## src/rtl/hazard_pkg.sv

```systemverilog
// Shared types and constants for the five-stage pipeline hazard controller.
// Scoreboard entry layout, forwarding select codes, tuse and md-start encodings.
package hazard_pkg;

   typedef struct packed {
      logic [4:0] a3;
      logic       we;
      logic [1:0] tnew;
      logic [4:0] rs;
      logic [4:0] rt;
   } sb_entry_t;

   // D-operand selects: 0 RF, 1 E, 2 M.  E-operand selects: 0 pipe reg, 1 M, 2 W.
   localparam logic [1:0] FWD_RF = 2'd0;
   localparam logic [1:0] FWD_E  = 2'd1;
   localparam logic [1:0] FWD_M  = 2'd2;
   localparam logic [1:0] FWD_ME = 2'd1;
   localparam logic [1:0] FWD_W  = 2'd2;

   localparam logic [1:0] TUSE_NONE = 2'd3;

   localparam logic [1:0] MD_MULT = 2'b01;
   localparam logic [1:0] MD_DIV  = 2'b10;

   function automatic logic sb_match(input sb_entry_t e, input logic [4:0] r);
      return e.we && (e.a3 == r) && (r != 5'd0);
   endfunction

endpackage

```

## src/rtl/hazard_ctrl_if.sv

```systemverilog
// D/E-stage hazard signals between the pipeline datapath and hazard_ctrl.
// master = datapath side, slave = hazard controller side.
interface hazard_ctrl_if;
   logic [4:0] rsD;
   logic [4:0] rtD;
   logic [1:0] tuse_rsD;
   logic [1:0] tuse_rtD;
   logic [4:0] a3D;
   logic       weD;
   logic [1:0] tnewD;
   logic       md_useD;
   logic [1:0] md_startE;
   logic       pc_en;
   logic       ifid_en;
   logic       idex_flush;
   logic [1:0] fwd_rsD;
   logic [1:0] fwd_rtD;
   logic [1:0] fwd_rsE;
   logic [1:0] fwd_rtE;
   logic       md_busy;

   modport master (
      output rsD, rtD, tuse_rsD, tuse_rtD, a3D, weD, tnewD, md_useD, md_startE,
      input  pc_en, ifid_en, idex_flush, fwd_rsD, fwd_rtD, fwd_rsE, fwd_rtE, md_busy
   );

   modport slave (
      input  rsD, rtD, tuse_rsD, tuse_rtD, a3D, weD, tnewD, md_useD, md_startE,
      output pc_en, ifid_en, idex_flush, fwd_rsD, fwd_rtD, fwd_rsE, fwd_rtE, md_busy
   );
endinterface

```

## src/rtl/md_busy_cnt.sv

```systemverilog
// Multiply/divide busy counter: loads on an md start in E, counts down to zero.
// md_busy is high while the count is nonzero; a start while busy reloads.
module md_busy_cnt
   import hazard_pkg::*;
#(
   parameter int MULT_CYCLES = 5,
   parameter int DIV_CYCLES  = 10
) (
   input  logic       clk,
   input  logic       reset,
   input  logic [1:0] md_start,
   output logic       md_busy
);

   logic [3:0] cnt_q;
   logic [3:0] cnt_d;

   always_comb begin
      cnt_d = cnt_q;
      case (md_start)
         MD_MULT: cnt_d = 4'(MULT_CYCLES);
         MD_DIV:  cnt_d = 4'(DIV_CYCLES);
         default: if (cnt_q != 4'd0) cnt_d = cnt_q - 4'd1;
      endcase
   end

   always_ff @(posedge clk) begin
      if (reset) cnt_q <= '0;
      else       cnt_q <= cnt_d;
   end

   assign md_busy = (cnt_q != 4'd0);

endmodule

```

## src/rtl/hazard_ctrl.sv

```systemverilog
// Pipeline hazard controller: E/M/W scoreboard drives stall/flush and D/E forwarding.
// Define HAZARD_MDU_EN to include the md busy counter and md-class stall.
module hazard_ctrl
   import hazard_pkg::*;
#(
   parameter int MULT_CYCLES = 5,
   parameter int DIV_CYCLES  = 10
) (
   input logic          clk,
   input logic          reset,
   hazard_ctrl_if.slave hz
);

   sb_entry_t e_q, e_d;
   sb_entry_t m_q, m_d;
   sb_entry_t w_q, w_d;
   logic      stall_rs, stall_rt, stall_md, stall;
   logic      md_busy;
   logic      sb_unused;

`ifdef HAZARD_MDU_EN
   md_busy_cnt #(
      .MULT_CYCLES (MULT_CYCLES),
      .DIV_CYCLES  (DIV_CYCLES)
   ) u_md_busy_cnt (
      .clk      (clk),
      .reset    (reset),
      .md_start (hz.md_startE),
      .md_busy  (md_busy)
   );
   assign stall_md = hz.md_useD & (md_busy | (hz.md_startE != 2'b00));
`else
   logic md_inputs_unused;
   assign md_inputs_unused = ^{hz.md_useD, hz.md_startE};
   assign md_busy  = 1'b0;
   assign stall_md = 1'b0;
`endif

   // W only feeds E-operand forwarding; its tnew and everyone's rs/rt beyond E are dead.
   assign sb_unused = ^{m_q.rs, m_q.rt, w_q.tnew, w_q.rs, w_q.rt};

   always_comb begin
      stall_rs = (hz.tuse_rsD != TUSE_NONE) &&
                 ((sb_match(e_q, hz.rsD) && (e_q.tnew > hz.tuse_rsD)) ||
                  (sb_match(m_q, hz.rsD) && (m_q.tnew > hz.tuse_rsD)));
      stall_rt = (hz.tuse_rtD != TUSE_NONE) &&
                 ((sb_match(e_q, hz.rtD) && (e_q.tnew > hz.tuse_rtD)) ||
                  (sb_match(m_q, hz.rtD) && (m_q.tnew > hz.tuse_rtD)));
      stall    = stall_rs | stall_rt | stall_md;
   end

   always_comb begin
      hz.fwd_rsD = FWD_RF;
      if (sb_match(e_q, hz.rsD) && (e_q.tnew == 2'd0))      hz.fwd_rsD = FWD_E;
      else if (sb_match(m_q, hz.rsD) && (m_q.tnew == 2'd0)) hz.fwd_rsD = FWD_M;

      hz.fwd_rtD = FWD_RF;
      if (sb_match(e_q, hz.rtD) && (e_q.tnew == 2'd0))      hz.fwd_rtD = FWD_E;
      else if (sb_match(m_q, hz.rtD) && (m_q.tnew == 2'd0)) hz.fwd_rtD = FWD_M;

      hz.fwd_rsE = FWD_RF;
      if (sb_match(m_q, e_q.rs) && (m_q.tnew == 2'd0)) hz.fwd_rsE = FWD_ME;
      else if (sb_match(w_q, e_q.rs))                  hz.fwd_rsE = FWD_W;

      hz.fwd_rtE = FWD_RF;
      if (sb_match(m_q, e_q.rt) && (m_q.tnew == 2'd0)) hz.fwd_rtE = FWD_ME;
      else if (sb_match(w_q, e_q.rt))                  hz.fwd_rtE = FWD_W;
   end

   always_comb begin
      e_d = '0;
      if (!stall) e_d = '{a3: hz.a3D, we: hz.weD, tnew: hz.tnewD, rs: hz.rsD, rt: hz.rtD};
      m_d      = e_q;
      m_d.tnew = (e_q.tnew == 2'd0) ? 2'd0 : e_q.tnew - 2'd1;
      w_d      = m_q;
      w_d.tnew = 2'd0;
   end

   always_ff @(posedge clk) begin
      if (reset) begin
         e_q <= '0;
         m_q <= '0;
         w_q <= '0;
      end else begin
         e_q <= e_d;
         m_q <= m_d;
         w_q <= w_d;
      end
   end

   assign hz.pc_en      = ~stall;
   assign hz.ifid_en    = ~stall;
   assign hz.idex_flush = stall;
   assign hz.md_busy    = md_busy;

endmodule
```

## src/flat_wrapper.sv

```systemverilog
// flat-port wrapper written by rule: the top's interface ports become plain ports
module hazard_ctrl_flat import hazard_pkg::*;
#(
   parameter int MULT_CYCLES = 5,
   parameter int DIV_CYCLES  = 10
)
  (clk, reset, hz_rsD, hz_rtD, hz_tuse_rsD, hz_tuse_rtD, hz_a3D, hz_weD, hz_tnewD, hz_md_useD, hz_md_startE, hz_pc_en, hz_ifid_en, hz_idex_flush, hz_fwd_rsD, hz_fwd_rtD, hz_fwd_rsE, hz_fwd_rtE, hz_md_busy);
  hazard_ctrl_if hz_i ();
  input logic clk;
  input logic reset;
  input wire logic [$bits(hz_i.rsD)-1:0] hz_rsD;
  input wire logic [$bits(hz_i.rtD)-1:0] hz_rtD;
  input wire logic [$bits(hz_i.tuse_rsD)-1:0] hz_tuse_rsD;
  input wire logic [$bits(hz_i.tuse_rtD)-1:0] hz_tuse_rtD;
  input wire logic [$bits(hz_i.a3D)-1:0] hz_a3D;
  input wire logic [$bits(hz_i.weD)-1:0] hz_weD;
  input wire logic [$bits(hz_i.tnewD)-1:0] hz_tnewD;
  input wire logic [$bits(hz_i.md_useD)-1:0] hz_md_useD;
  input wire logic [$bits(hz_i.md_startE)-1:0] hz_md_startE;
  output wire logic [$bits(hz_i.pc_en)-1:0] hz_pc_en;
  output wire logic [$bits(hz_i.ifid_en)-1:0] hz_ifid_en;
  output wire logic [$bits(hz_i.idex_flush)-1:0] hz_idex_flush;
  output wire logic [$bits(hz_i.fwd_rsD)-1:0] hz_fwd_rsD;
  output wire logic [$bits(hz_i.fwd_rtD)-1:0] hz_fwd_rtD;
  output wire logic [$bits(hz_i.fwd_rsE)-1:0] hz_fwd_rsE;
  output wire logic [$bits(hz_i.fwd_rtE)-1:0] hz_fwd_rtE;
  output wire logic [$bits(hz_i.md_busy)-1:0] hz_md_busy;
  assign hz_i.rsD = hz_rsD;
  assign hz_i.rtD = hz_rtD;
  assign hz_i.tuse_rsD = hz_tuse_rsD;
  assign hz_i.tuse_rtD = hz_tuse_rtD;
  assign hz_i.a3D = hz_a3D;
  assign hz_i.weD = hz_weD;
  assign hz_i.tnewD = hz_tnewD;
  assign hz_i.md_useD = hz_md_useD;
  assign hz_i.md_startE = hz_md_startE;
  assign hz_pc_en = hz_i.pc_en;
  assign hz_ifid_en = hz_i.ifid_en;
  assign hz_idex_flush = hz_i.idex_flush;
  assign hz_fwd_rsD = hz_i.fwd_rsD;
  assign hz_fwd_rtD = hz_i.fwd_rtD;
  assign hz_fwd_rsE = hz_i.fwd_rsE;
  assign hz_fwd_rtE = hz_i.fwd_rtE;
  assign hz_md_busy = hz_i.md_busy;
  hazard_ctrl #(.MULT_CYCLES(MULT_CYCLES), .DIV_CYCLES(DIV_CYCLES)) u_core (.clk(clk), .reset(reset), .hz(hz_i));
endmodule
```

## config.mk

```make
export PLATFORM = sky130hd
export DESIGN_NAME = hazard_ctrl_flat
export DESIGN_NICKNAME = d
export VERILOG_FILES = /design/src/rtl/hazard_pkg.sv /design/src/rtl/hazard_ctrl_if.sv /design/src/rtl/md_busy_cnt.sv /design/src/rtl/hazard_ctrl.sv /design/src/flat_wrapper.sv
export SDC_FILE = /design/constraint.sdc
export NUM_CORES = 1
export LEC_CHECK = 0
export CAP_MARGIN = 20
export CELL_PAD_IN_SITES_DETAIL_PLACEMENT = 0
export CELL_PAD_IN_SITES_GLOBAL_PLACEMENT = 1
export CORE_UTILIZATION = 40
export DETAILED_ROUTE_END_ITERATION = 16
export PLACE_DENSITY = 0.86
export SETUP_SLACK_MARGIN = 0.3
export SKIP_LAST_GASP = 1
export SYNTH_ARGS = -nofsm -noshare
export SYNTH_HDL_FRONTEND = slang
export SYNTH_HIERARCHICAL = 1
export SYNTH_SLANG_ARGS = --single-unit
```

## constraint.sdc

```tcl
create_clock -name clk -period 5.9 [get_ports clk]
set_input_delay 0.885 -clock clk [delete_from_list [all_inputs] [get_ports clk]]
set_output_delay 0.885 -clock clk [all_outputs]
set_load 0.1 [all_outputs]
```

== Yosys cells after proc, flatten, opt, wreduce, memory -nomap -nowiden ==
Index checks and enable logic that the tools add are counted.

* Register bits after elaboration: 32
* Input bits: 27
* Output and inout bits: 12

* Add/sub/neg operators: 1
* $lt $le $gt $ge: 4
* Eq/ne operators: 10
* Muxes and demuxes: 8
* Bitwise logic cells: 2
* Reductions and logical operators: 38

{| class="wikitable"
|+ Operators by type and width
! kind !! count
|-
| 5-bit equality test || 8
|-
| 1-bit logical AND || 28
|-
| 5-bit nonzero test || 4
|-
| 2-bit 2-to-1 mux || 8
|-
| 2-bit greater-than comparator || 4
|-
| 2-bit logical NOT || 2
|-
| 2-bit inequality test (second input constant) || 2
|-
| 2-bit OR reduction || 2
|-
| 1-bit logical OR || 2
|-
| 2-bit by 1-bit subtractor with 2-bit output (second input constant) || 1
|-
| 1-bit NOT || 1
|-
| 1-bit bitwise OR || 1
|}

== Depth between registers and ports, before layout ==
Gate-level depths: netlist (run 1).

* Word-level depth: 8
* Mapped depth: 8
* Depth with buffers taken out: 7

== Worst setup path after synthesis (run 1) ==
OpenSTA, ideal clock, no wires.

* Path type: input -> output
* Start: input port hz_rtD[4]
* End: output port hz_fwd_rtD[1]
* Data arrival time: 5.739 ns
* Required time: 5.015 ns
* Path slack: -0.724 ns
* Stages: 4
* Cell sequence: xnor2_1 nand3_1 nor4_1 nor2_1

* Longest elaborated chain between the ends: 6
* Elaborated cells on any way between the ends: 11

{| class="wikitable"
|+ Ends and longest elaborated chain
! what !! line !! source
|-
| start: declaration || flat_wrapper.sv:12 || <nowiki>input wire logic [$bits(hz_i.rtD)-1:0] hz_rtD;</nowiki>
|-
| 5-bit equality test || hazard_pkg.sv:26 || <nowiki>return e.we && (e.a3 == r) && (r != 5'd0);</nowiki>
|-
| 1-bit logical AND (2 in a row) || hazard_pkg.sv:26 ||
|-
| 1-bit logical AND || hazard_ctrl.sv:59 || <nowiki>else if (sb_match(m_q, hz.rtD) && (m_q.tnew == 2'd0)) hz.fwd_rtD = FWD_M;</nowiki>
|-
| 2-bit 2-to-1 mux || hazard_ctrl.sv:59 ||
|-
| 2-bit 2-to-1 mux * || hazard_ctrl.sv:58 || <nowiki>if (sb_match(e_q, hz.rtD) && (e_q.tnew == 2'd0)) hz.fwd_rtD = FWD_E;</nowiki>
|-
| end: declaration || flat_wrapper.sv:24 || <nowiki>output wire logic [$bits(hz_i.fwd_rtD)-1:0] hz_fwd_rtD;</nowiki>
|}

Mark *: on every way between the ends. The rest lies on a longest branch, timed or not.

== Worst setup path after layout (run 1) ==
* Start: input port hz_tuse_rsD[1]
* End: output port hz_idex_flush

* Longest elaborated chain between the ends: 5
* Elaborated cells on any way between the ends: 8

{| class="wikitable"
|+ Ends and longest elaborated chain
! what !! line !! source
|-
| start: declaration || flat_wrapper.sv:13 || <nowiki>input wire logic [$bits(hz_i.tuse_rsD)-1:0] hz_tuse_rsD;</nowiki>
|-
| 2-bit greater-than comparator (on tied branches) || hazard_ctrl.sv:44, hazard_ctrl.sv:45 ||
|-
| 1-bit logical AND (on tied branches) || hazard_ctrl.sv:44, hazard_ctrl.sv:45 ||
|-
| 1-bit logical OR || hazard_ctrl.sv:44 || <nowiki>((sb_match(e_q, hz.rsD) && (e_q.tnew > hz.tuse_rsD)) ||</nowiki>
|-
| 1-bit logical AND * || hazard_ctrl.sv:43 || <nowiki>stall_rs = (hz.tuse_rsD != TUSE_NONE) &&</nowiki>
|-
| 1-bit bitwise OR * || hazard_ctrl.sv:49 || <nowiki>stall = stall_rs | stall_rt | stall_md;</nowiki>
|-
| end: declaration || flat_wrapper.sv:22 || <nowiki>output wire logic [$bits(hz_i.idex_flush)-1:0] hz_idex_flush;</nowiki>
|}

Marked as above.

==> results of run 1 <==
cell type report:
class | instances | area, µm²
fill | 380 | 1860
multi-input combinational | 141 | 1020
sequential | 32 | 641
timing repair buffer | 35 | 343
clock buffer | 6 | 72.6
tap | 50 | 62.6
clock inverter | 2 | 35.0
inverter | 6 | 22.5
metal layers:
metal | global-route usage | share of wire
met1 | 0.226 | 0.47
met4 | 0.0824 | 0.012
met5 | 0 | 0
met3 | 0.0541 | 0.045
met2 | 0.298 | 0.47
report_power, final:
part | total, mW | leakage [nW] | internal (mW) | switching (mW)
combinational | 0.0843 | 0.478 | 0.0449 | 0.0394
clock | 0.201 | 0.0552 | 0.125 | 0.0758
sequential | 0.239 | 0.265 | 0.227 | 0.0122
total | 0.524 | 0.797 | 0.397 | 0.127
Yosys cell counts:
cell and instances:
sky130_fd_sc_hd__a22oi_1 2, sky130_fd_sc_hd__nor4_1 9, sky130_fd_sc_hd__and2_1 20, sky130_fd_sc_hd__or4_1 5, sky130_fd_sc_hd__o2111ai_1 1, sky130_fd_sc_hd__buf_6 1
sky130_fd_sc_hd__nand3_1 3, sky130_fd_sc_hd__o41ai_1 1, sky130_fd_sc_hd__conb_1 1, sky130_fd_sc_hd__xor2_1 4, sky130_fd_sc_hd__clkbuf_1 6, sky130_fd_sc_hd__nor2b_1 16
sky130_fd_sc_hd__inv_1 6, sky130_fd_sc_hd__nor2_1 7, sky130_fd_sc_hd__xnor2_1 36, sky130_fd_sc_hd__nor4_2 1, sky130_fd_sc_hd__o211ai_1 3, sky130_fd_sc_hd__dfxtp_1 32
sky130_fd_sc_hd__nand4_1 5, sky130_fd_sc_hd__buf_4 2, sky130_fd_sc_hd__nor3_1 5, sky130_fd_sc_hd__ha_1 9, sky130_fd_sc_hd__nand2_1 13
final timing paths:
check	endpoint
min reg2reg	u_core/m_q[10]
max reg2reg	u_core/e_q[0]
min	u_core/m_q[10]
max	hz_idex_flush
state kept, by name, indices dropped and copies added, names as in the netlist:
name / cells
u_core/e_q: 18
u_core/w_q: 6
u_core/m_q: 8
layout by cell type, fill, tap and decap left out:
cell type	count
sky130_fd_sc_hd__a22oi_1	2
sky130_fd_sc_hd__and2_1	20
sky130_fd_sc_hd__buf_4	3
sky130_fd_sc_hd__bufinv_16	1
sky130_fd_sc_hd__clkbuf_1	1
sky130_fd_sc_hd__clkbuf_8	5
sky130_fd_sc_hd__clkdlybuf4s50_1	32
sky130_fd_sc_hd__clkinv_2	1
sky130_fd_sc_hd__conb_1	1
sky130_fd_sc_hd__dfxtp_1	32
sky130_fd_sc_hd__ha_1	9
sky130_fd_sc_hd__inv_1	6
sky130_fd_sc_hd__nand2_1	13
sky130_fd_sc_hd__nand3_1	3
sky130_fd_sc_hd__nand4_1	5
sky130_fd_sc_hd__nor2_1	7
sky130_fd_sc_hd__nor2b_1	16
sky130_fd_sc_hd__nor3_1	5
sky130_fd_sc_hd__nor4_1	5
sky130_fd_sc_hd__nor4_2	5
sky130_fd_sc_hd__o2111ai_1	1
sky130_fd_sc_hd__o211ai_1	3
sky130_fd_sc_hd__o41ai_1	1
sky130_fd_sc_hd__or4_1	5
sky130_fd_sc_hd__xnor2_1	36
sky130_fd_sc_hd__xor2_1	4
cells by family (layout without fill, tap and decap cells):
| logic type | count (synthesis) | after routing | share of synthesized area |
|---|---|---|---|
| AO/OA/AOI/OAI | 7 | 7 | 0.0322 |
| XOR/XNOR | 40 | 40 | 0.205 |
| adder cells (fa/ha/maj) | 9 | 9 | 0.0658 |
| buffers and inverters | 15 | 49 | 0.0417 |
| flip-flops | 32 | 32 | 0.374 |
| other | 1 | 1 | 0.00219 |
| AND/OR/NAND/NOR | 84 | 84 | 0.279 |
critical path: cells and delay by family:
kind	cells	cell delay, ns
adder cells (fa/ha/maj)	1	0.30
AND/OR/NAND/NOR	3	0.62
AO/OA/AOI/OAI	2	0.28
buffers and inverters	3	1.72
stage by stage:
step / total power, mW / setup WS, ns / util / std cells
6_report: 0.524 / 1.21 / 0.542 / 272
4_1_cts: 0.531 / 1.23 / 0.542 / 272
3_5_place_dp: 0.329 / 1.24 / 0.516 / 264
2_1_floorplan: 0.298 / 0.820 / - / 188
3_3_place_gp: 0.327 / 1.24 / 0.514 / 263
5_1_grt: 0.554 / 1.08 / 0.542 / 272
==> results_dict.tcl, run 1 <==
set metrics [dict create \
    tritoncts.num_buffers 5 \
    worst_case_headroom_to_the_max_slew_limit 0.347 \
    ioPinCount 39 \
    worstPathMaxFanout 3 \
    worst_path_cell_chain "clkdlybuf4s50_1, inv_1, ha_1, a22oi_1, o211ai_1, nor4_1, nor3_1, nand2_1, clkdlybuf4s50_1" \
    route.detailed.drc 0 \
    initialDrtViolationCount 47 \
    critPathSlowestCell "sky130_fd_sc_hd__clkdlybuf4s50_1" \
    layout.cell_area.non_filler_um2 2200 \
    grt.total_usage 0.185 \
    detail_route.wl_per_cell_um 12.8 \
    hold_path_class "register to register" \
    timing.final.max_slew_violations 0 \
    drt.antenna.violating_nets 0 \
    synth.top_cells.by_area "sky130_fd_sc_hd__dfxtp_1, sky130_fd_sc_hd__xnor2_1, sky130_fd_sc_hd__and2_1" \
    level_count_of_the_clock_h_tree 2 \
    synthesis.yosys.warnings 6 \
    rrSetupSlack_ns 3.75 \
    finalWorstPathRequiredPeriod_ns 4.69 \
    synth_top_area_cell "sky130_fd_sc_hd__dfxtp_1" \
    placedInstanceArea_um2 2090 \
    setup.worst_path.start_class "primary input" \
    holdCritStartpoint "u_core/e_q[10]" \
    cap_violations 0 \
    fin_hold_ws_ns 0.434 \
    start_util 0.422 \
    tritoncts "built" \
    nets 257 \
    die_h_um 67.4 \
    timing.rr.start "u_core/m_q[11]" \
    n_antenna_cell 0 \
    syn_area_per_cell_um2 9.10 \
    ir_drop_mv 0.139 \
    worst_r2r_path_depth 7 \
    grt.overflow.total 0 \
    worst-setup-path-type "primary input to output port" \
    cpMostUsedCell "sky130_fd_sc_hd__clkdlybuf4s50_1" \
    drt-pass1-iter-count 4 \
    grt_max_degree 16 \
    sum_neg_setup_slack_ns 0 \
    dpl.hpwl_mm 2.83 \
    peak_clock_frequency_supported_by_timing_mhz 213 \
    core_area_um2 4060 \
    via_to_cell_ratio 4.94 \
    worst_ep_required_time_ns 5.02 \
    post_cts_resize_count 0 \
    synth_seq_area_share 0.374 \
    arrival_ns 3.81 \
    critical_path.endpoint_type "output port" \
    rsz0062_at_grt "false" \
    die_area_um2 4540 \
    numPortBuffers 34 \
    tritoncts_num_sinks 32 \
    clockRootBuffer "sky130_fd_sc_hd__clkbuf_8" \
    latest_clock_arrival_within_the_worst_skew_pair_ns 0.28 \
    num_vias 1343 \
    clock_tree.buffer_depth 2 \
    num_rows 23 \
    status "completed" \
    post_route_clock_period_utilization 0.796 \
    cts.hold.buffers_added 0 \
    grt_pass1_vias 1364 \
    flow.area_growth_from_synthesis_pct 28.6 \
    grt_first_pass_wirelength_mm 6.01 \
    finClkSkew_ns 0.00130 \
    syn_nets 224 \
    routed_wirelength_mm 3.48 \
    ratio_of_cells_with_drive_above_1_in_the_final_layout 0.0676 \
    leakagePower_nw 0.797 \
    hold_violations 0 \
    clk_transition_reported_paths_ns 0.06 \
    syn-cell-area_um2 1710 \
    setup_viol_count_final 0 \
    dieWidth_um 67.4 \
    crit_path_launch "hz_tuse_rsD[1]" \
    min_delay_path_depth 1 \
    synth_seq_cells 32 \
    pwr_density_cell_nw_per_um2 238 \
    synthDominantCellAreaShare 0.374 \
    cts.repair_timing.setup_buffer_count 0 \
    gp_congestion 0.788 \
    synthesis.instances 188 \
    synth.distinct_cells 23 \
    grt_antenna_before_repair 0 \
    slowest_delay_ns 1.13 \
    worst-slew-pin-transition_ns 0.977 \
]
Power figures use the tool's default switching activity.
==> run 2, diff against run 1 <==
- CORE_UTILIZATION: 40 -> 33
- PLACE_DENSITY: 0.86 -> 0.76
- clock period: 5.9 -> 3.9 ns (I/O delays scaled with it)
==> run 2 against run 1 <==
Effect of this change: count of clock-buffer cells in the layout up 1; final area grew 5.9%; sequential power rose by 51%; final cell count up 7.0%; wire length up 6.6%; die area is 21% higher; global-route usage decreased by 3.0 points; power up 60%; sequential share of layout area fell by 1.6 points; clock power rose by 70%; critical endpoint is now hz_pc_en; largest cell class unchanged; largest power group unchanged.
==> results_dict.tcl, run 2 (synthesis gave the netlist of run 1 again) <==
set metrics [dict create \
    n_antenna_cell 0 \
    peak_clock_frequency_supported_by_timing_mhz 291 \
    hold_violations 0 \
    nets 259 \
    arrival_ns 2.85 \
    dpl.hpwl_mm 3.00 \
    gp_congestion 0.792 \
    fillerInstances 482 \
    setup.worst_path.start_class "primary input" \
    placedInstanceArea_um2 2200 \
    registers.top_by_ff_count "u_core/e_q" \
    numPortBuffers 34 \
    post_route_clock_period_utilization 0.881 \
    cap_violations 0 \
    final-seq-area_um2 641 \
    via_to_cell_ratio 4.55 \
    pwr_density_cell_nw_per_um2 360 \
    grt_pass1_vias 1314 \
    grt_antenna_before_repair 0 \
    flow.area_growth_from_synthesis_pct 36.2 \
    finalWorstPathRequiredPeriod_ns 3.43 \
    grt_max_degree 16 \
    grt.overflow.total 0 \
    worst-slew-pin-transition_ns 0.617 \
    timing.final.max_slew_violations 0 \
    route.detailed.drc 0 \
    layout.cell_area.non_filler_um2 2330 \
    clock_tree.buffer_depth 2 \
    detail_route.wl_per_cell_um 12.7 \
    layout.cells.most_common_list "sky130_fd_sc_hd__xnor2_1, sky130_fd_sc_hd__dfxtp_1, sky130_fd_sc_hd__clkdlybuf4s50_1" \
    worst_case_headroom_to_the_max_slew_limit 0.585 \
    clockRootBuffer "sky130_fd_sc_hd__clkbuf_8" \
    rsz0062_at_grt "false" \
    level_count_of_the_clock_h_tree 2 \
    grt.total_usage 0.155 \
    latest_clock_arrival_within_the_worst_skew_pair_ns 0.27 \
    setup_viol_count_final 0 \
    core_area_um2 4850 \
    critical_path.endpoint_type "output port" \
    start_util 0.353 \
    ir_drop_mv 0.195 \
    sum_neg_setup_slack_ns 0 \
    largest_register_ffs 18 \
    post_cts_resize_count 0 \
    total_power_uw 839 \
    grt_first_pass_wirelength_mm 6.31 \
    multi_input_comb_area_um2 1070 \
    tritoncts "built" \
    clk_transition_reported_paths_ns 0.06 \
    tritoncts_num_sinks 32 \
    ratio_of_cells_with_drive_above_1_in_the_final_layout 0.129 \
    worst-setup-path-type "primary input to output port" \
    num_rows 25 \
    leakagePower_nw 0.857 \
    dieWidth_um 74.0 \
    initialDrtViolationCount 49 \
    routed_wirelength_mm 3.70 \
    drt-pass1-iter-count 4 \
    ioPinCount 39 \
    die_area_um2 5480 \
    tritoncts.num_buffers 5 \
    worstPathMaxFanout 4 \
    reg.largest.list "u_core/e_q x18, u_core/m_q x8, u_core/w_q x6" \
    layout_commonest_cell "sky130_fd_sc_hd__xnor2_1" \
    cts.hold.buffers_added 0 \
    die_h_um 74.0 \
    num_vias 1324 \
    cts.repair_timing.setup_buffer_count 0 \
    fin_hold_ws_ns 0.441 \
    drt.antenna.violating_nets 0 \
    finClkSkew_ns 0.00472 \
    worst_ep_required_time_ns 3.31 \
    hold_path_class "register to register" \
    status "completed" \
]
-- run 2: cell types whose count changed in the layout (fill, tap and decap cells not counted), sizes merged --
cell           delta
buf              +11
clkbuf            +1
clkdlybuf4s50     -9
clkinv            -1
-- run 2: routing by layer --
metal  routed length, µm  vias up  GRT usage
li1                    -      698          -
met1                1830      598      0.206
met2                1760       26      0.253
met3                 102        2     0.0339
met4                  13        0     0.0449
met5                   0        -          0
-- run 2: stage by stage --
stage	worst slack, ns	std cells	utilization
6_report	0.466	291	0.481
2_1_floorplan	0.306	188	-
5_1_grt	0.318	291	0.481
4_1_cts	0.495	291	0.481
3_3_place_gp	0.516	283	0.455
3_5_place_dp	0.501	283	0.455
-- run 2: worst paths after layout --
check,startpoint,to,slack (ns),depth (start not counted)
worst max-delay path,hz_rsD[2],hz_pc_en,0.47,7
worst min-delay path,u_core/e_q[10],u_core/m_q[10],0.44,1
worst min register to register,u_core/e_q[10],u_core/m_q[10],0.44,1
worst max register to register,u_core/m_q[11],u_core/e_q[4],1.77,7
-- run 2: cell type report --
cell class | count | area share
Multi-Input combinational cell | 141 | 0.460
Sequential cell | 32 | 0.275
Timing Repair Buffer | 37 | 0.165
Clock buffer | 7 | 0.0413
Tap cell | 67 | 0.0360
Clock inverter | 1 | 0.0129
Inverter | 6 | 0.00966
-- run 2: report_power, final --
part / internal, mW / switching (mW)
Clock: 0.225 / 0.116
Sequential: 0.343 / 0.0189
Combinational: 0.0701 / 0.0659
Total: 0.638 / 0.200
-- run 2: worst max-delay path, stage by stage --
cell and delay, ns:
sky130_fd_sc_hd__clkdlybuf4s50_1 0.52, sky130_fd_sc_hd__or4_1 0.53, sky130_fd_sc_hd__nor2_1 0.30, sky130_fd_sc_hd__nor4_1 0.15, sky130_fd_sc_hd__nor3_1 0.27, sky130_fd_sc_hd__and2_1 0.28, sky130_fd_sc_hd__buf_12 0.21
